[src/rtl/mux_rr_sel.sv]
// Registered N-channel mux with per-channel valid/ready, manual or round-robin select.
// Round-robin mode and its pointer exist only when MUX_RR_EN is defined.
module mux_rr_sel #(
    parameter int W = 8,
    parameter int N = 4,
    localparam int SW = $clog2(N)
) (
    input  logic           clk,
    input  logic           rst_n,
    input  logic [N*W-1:0] in_data,
    input  logic [N-1:0]   in_valid,
    output logic [N-1:0]   in_ready,
    input  logic           mode,
    input  logic [SW-1:0]  sel,
    output logic [W-1:0]   out_data,
    output logic [SW-1:0]  out_ch,
    output logic           out_valid,
    input  logic           out_ready
);

    typedef enum logic {EMPTY, FULL} state_t;

    state_t        r_state;
    logic [W-1:0]  r_data;
    logic [SW-1:0] r_ch;

    logic          w_man_hit;
    logic [SW-1:0] w_man_g;
    logic          w_rr_mode;
    logic          w_rr_hit;
    logic [SW-1:0] w_rr_g;
    logic          w_hit;
    logic [SW-1:0] w_g;
    logic          w_load_en;
    logic          w_xfer;
    logic [W-1:0]  w_gdata;

    // An out-of-range sel matches no loop index, so it can never grant.
    always_comb begin
        w_man_hit = 1'b0;
        w_man_g   = '0;
        for (int unsigned i = 0; i < N; i++) begin
            if (sel == SW'(i) && in_valid[i]) begin
                w_man_hit = 1'b1;
                w_man_g   = SW'(i);
            end
        end
    end

`ifdef MUX_RR_EN
    logic [SW-1:0] r_ptr;
    int unsigned   w_idx;

    assign w_rr_mode = mode;

    always_comb begin
        w_rr_hit = 1'b0;
        w_rr_g   = '0;
        w_idx    = 0;
        for (int unsigned k = 0; k < N; k++) begin
            w_idx = (int'(r_ptr) + k) % N;
            if (!w_rr_hit && in_valid[SW'(w_idx)]) begin
                w_rr_hit = 1'b1;
                w_rr_g   = SW'(w_idx);
            end
        end
    end

    always_ff @(posedge clk or negedge rst_n) begin
        if (!rst_n) begin
            r_ptr <= '0;
        end else if (w_xfer && w_rr_mode) begin
            r_ptr <= SW'((int'(w_g) + 1) % N);
        end
    end
`else
    logic w_unused_mode;

    assign w_unused_mode = mode;
    assign w_rr_mode     = 1'b0;
    assign w_rr_hit      = 1'b0;
    assign w_rr_g        = '0;
`endif

    assign w_hit     = w_rr_mode ? w_rr_hit : w_man_hit;
    assign w_g       = w_rr_mode ? w_rr_g   : w_man_g;
    // rst_n gates load_en so in_ready stays low while reset is held.
    assign w_load_en = rst_n && ((r_state == EMPTY) || out_ready);
    assign w_xfer    = w_load_en && w_hit;

    always_comb begin
        in_ready = '0;
        w_gdata  = '0;
        for (int unsigned i = 0; i < N; i++) begin
            if (w_g == SW'(i)) begin
                in_ready[i] = w_xfer;
                w_gdata     = in_data[i*W +: W];
            end
        end
    end

    always_ff @(posedge clk or negedge rst_n) begin
        if (!rst_n) begin
            r_state <= EMPTY;
            r_data  <= '0;
            r_ch    <= '0;
        end else if (w_xfer) begin
            r_state <= FULL;
            r_data  <= w_gdata;
            r_ch    <= w_g;
        end else if (r_state == FULL && out_ready) begin
            r_state <= EMPTY;
        end
    end

    assign out_valid = (r_state == FULL);
    assign out_data  = r_data;
    assign out_ch    = r_ch;

endmodule

[config.mk]
export PLATFORM = sky130hd
export DESIGN_NAME = mux_rr_sel
export DESIGN_NICKNAME = d
export VERILOG_FILES = /design/src/rtl/mux_rr_sel.sv
export SDC_FILE = /design/constraint.sdc
export NUM_CORES = 1
export LEC_CHECK = 0
export BUFFER_PORTS_ARGS = -buffer_cell sky130_fd_sc_hd__buf_4
export CORE_MARGIN = 1.5
export CORE_UTILIZATION = 38
export CTS_CLUSTER_DIAMETER = 80
export DETAILED_ROUTE_END_ITERATION = 8
export GPL_TIMING_DRIVEN = 0
export PLACE_DENSITY = 0.78
export SETUP_SLACK_MARGIN = 0.02
export SYNTH_ARGS = -nofsm -noshare
export SYNTH_HDL_FRONTEND = slang
export SYNTH_SLANG_ARGS = --single-unit
[constraint.sdc]
create_clock -name clk -period 1.61 [get_ports clk]
set_input_delay 0.0805 -clock clk [delete_from_list [all_inputs] [get_ports clk]]
set_output_delay 0.0805 -clock clk [all_outputs]
set_load 0.1 [all_outputs]
==> summary.txt <==
STA
  – Fin. Hold Viols: 0
  – Minimum period implied by the final worst setup slack: 1.51 ns
  – Highest clock frequency the design can meet: 0.662 GHz
  – Fin Setup TNS: 0 ns
  – Final count of negative-setup-slack endpoints: 0
  – Clock skew: 0.00832 ns
  – Number of pins with negative max-slew slack in the final report: 0
  – Actual slew at the worst max-slew pin: 0.546 ns
  – Worst slew margin: 63.5%
  – Unrepaired setup endpoints after global routing: false
  – Final Cycle Share: 93.9%
  – Worst hold slack across all endpoints: 0.0530 ns

Clock tree
  – Number of buffers added by the clock tree synthesis step: 3
  – Insertion delay to the later sink of the worst-skew pair: 0.29 ns
  – Clock tree from TritonCTS: yes
  – Htree depth: 1
  – Post-CTS repair timing setup buffer count: 0
  – Clock transition time at the flip-flop clock pins of the worst setup and hold paths: 0.09 ns
  – Root buf cell: sky130_fd_sc_hd__clkbuf_4
  – Number of sinks handled by clock tree synthesis: 11
  – CTS Buffer Depth: 2

GRT
  – Largest net degree at the start of global routing: 19
  – Initial antenna violation count: 0
  – Global-route wire length before repair: 3350 um
  – Aggregate global-route resource usage: 22.2%
  – Global-route congestion overflow total: 0
  – Vias in the first global route: 786

Synth
  – Number of standard cells after synthesis: 79
  – Net count of the mapped netlist: 121
  – Post-Syn Area: 708 um^2
  – Number of synthesized flops with an enable pin: 0
  – Seq/Total Area, Yosys: 38.9%
  – Number of storage elements in the synthesis netlist: 11
  – Area share of the leading cell type in the synthesized netlist: 38.9%
  – Commonest register cell after synthesis: sky130_fd_sc_hd__dfrtp_1
  – Cell accounting for the most synthesized area: sky130_fd_sc_hd__dfrtp_1
  – Avg Cell Area, Syn: 8.96 um^2
  – Share of flip-flops with an asynchronous set or reset after synthesis: 100%
  – Distinct cell type count after synthesis: 25
  – Largest cells by area after synthesis: sky130_fd_sc_hd__dfrtp_1, sky130_fd_sc_hd__a22oi_1, sky130_fd_sc_hd__a31oi_1
  – Count of warnings emitted by yosys: 0

Placement
  – Final HPWL DP: 1720 um
  – Number of placed instances with taps included: 158
  – Area after detailed placement: 1190 um^2
  – Final weighted congestion of routability-driven global placement: 0.757
  – Quantity of I/O buffers inserted on ports: 54

Worst setup path
  – Highest net fanout along the worst path: 7
  – Crit-path slowest cell: sky130_fd_sc_hd__dfrtp_4
  – Crit Path Category: reg -> out
  – Reg-to-reg setup timing slack: 0.11 ns
  – Highest cell delay on the worst timing path: 0.49 ns
  – Ordered cell list for the critical path: nand2b_4 > nand2_4 > nor3_4 > buf_4
  – Crit path max-delay family: flip-flops
  – Critical path arrival: 1.43 ns
  – Worst path buffer plus inverter count: 1
  – Crit. path cell count: 4
  – Reg2reg path depth: 4
  – Data required time of the worst path: 1.53 ns
  – Critical path capture point type: output port
  – Kind of start point of the critical path: flop

Layout
  – Post-layout instance area: 1240 um^2
  – Area growth, synth to finish: 75.6%
  – Finished Core Util: 71.3%
  – Nets@finish: 181
  – Number of filler instances in the final layout: 152
  – Share of layout cells above drive strength 1: 54.3%
  – Non-Filler Instances: 163
  – Antenna diodes: 0

Drt
  – Total DRC errors in the routed layout: 0
  – Routed wire per std cell: 14.5 um
  – Antenna-violating nets left: 0
  – Routed vias/inst: 5.26
  – Number of iterations in the first detailed-routing pass: 4
  – Total routed wirelength: 2360 um
  – Via count: 857
  – Detailed router's first-iteration violation count: 19

Floorplanning
  – Height of the die: 46.2 um
  – Std-Cell Core Area: 1750 um^2
  – Area of the die: 2130 um^2
  – Row cnt: 15
  – Top-level port count: 57
  – Starting density of the core: 40.6%
  – Die Span X: 46.2 um

Power
  – Power per cell area: 1140 nW/um^2
  – Worst supply voltage drop on vdd: 0.704 mV
  – Leakage power summed over all cells: 0.000594 uW

Run status
  – Outcome: complete, no violations

Hold path
  – Worst hold path stage count: 3
  – Worst hold-check path type: in -> reg

Flow run
  – Maximum Capacitance Violations: 0
[power breakdown]
part           internal [uW]  switching [uW]  total [uW]
registers                337            35.8         373
clock network           96.5             116         212
logic                    219             612         832
total                    653             764        1420
[cells in the mapped netlist (all sizes together) (2+ instances only)]
library cell / count
a22oi: 7
nor3: 2
inv: 2
dfrtp: 11
nand3: 3
nand2b: 3
and3: 3
and3b: 2
buf: 5
nand2: 13
o22ai: 8
a31oi: 8
o21ai: 2
nor2: 3
mux2: 2
[final cells by class]
| type | count | area [um^2] | share of cell area [%] |
|---|---|---|---|
| multi-input cells | 61 | 447 | 35.9 |
| flip-flops and latches | 11 | 279 | 22.4 |
| well taps | 25 | 31.3 | 2.52 |
| inverters | 2 | 11.3 | 0.905 |
| plain buffers | 5 | 30.0 | 2.41 |
| clock buffers | 4 | 26.3 | 2.11 |
| repair buffers | 55 | 419 | 33.7 |
[logic make-up after synthesis]
kind of cell    share of synthesized area [%]
buf+inv                                  5.30
compound gates                           27.9
flops                                    38.9
simple gates                             21.6
mux                                      6.36
[worst min-delay path: stages]
cell	delay, ns
sky130_fd_sc_hd__buf_4	0.11
sky130_fd_sc_hd__nand2_1	0.05
sky130_fd_sc_hd__a31oi_1	0.07
[repair_timing]
item,4_1_cts,5_1_grt
hold endpoints to repair,11,0
endpoints found under the setup margin,1,1
hold buffers,1,0
resized for setup,1,2
[path summary, 6_finish.rpt]
check                            startpoint     endpoint
max in group asynchronous             rst_n    out_valid
worst max-delay path              out_valid  in_ready[0]
worst max register to register    out_valid  out_data[6]
worst min-delay path             in_data[7]  out_data[7]
min in group asynchronous             rst_n    out_ch[0]
worst min register to register  out_data[2]  out_data[2]
[placed cells by master (no fill, tap or decap), types with 2 or more instances in the layout]
master / netlist / routed
sky130_fd_sc_hd__nand2b_1: 3 / 2
sky130_fd_sc_hd__a22oi_1: 7 / 7
sky130_fd_sc_hd__nand3_1: 3 / 2
sky130_fd_sc_hd__nor3_4: 0 / 2
sky130_fd_sc_hd__a31oi_1: 8 / 8
sky130_fd_sc_hd__mux2_2: 2 / 2
sky130_fd_sc_hd__o22ai_1: 8 / 8
sky130_fd_sc_hd__clkbuf_4: 0 / 3
sky130_fd_sc_hd__dfrtp_1: 11 / 10
sky130_fd_sc_hd__buf_4: 0 / 53
sky130_fd_sc_hd__buf_2: 3 / 3
sky130_fd_sc_hd__nor2_1: 2 / 2
sky130_fd_sc_hd__nand2_1: 13 / 12
sky130_fd_sc_hd__and3b_1: 2 / 2
sky130_fd_sc_hd__buf_6: 1 / 2
[state kept, by name, summed over array words and instances, names as in the netlist]
register	count
out_valid	1
out_data	8
out_ch	2
[per-layer routing]
layer  wire length [um]  track usage, %
met2               1310            38.9
met1                937            26.4
met4                 42            8.57
met3                 66            3.92
met5                  0               0
[stage by stage]
stage | setup slack [ns] | power, uW
2_1_floorplan | -0.0642 | 976
3_3_place_gp | 0.191 | 1190
3_5_place_dp | 0.131 | 1200
4_1_cts | 0.0239 | 1410
5_1_grt | 0.0272 | 1470
6_report | 0.0984 | 1420
(Power assumes the default switching activity.)
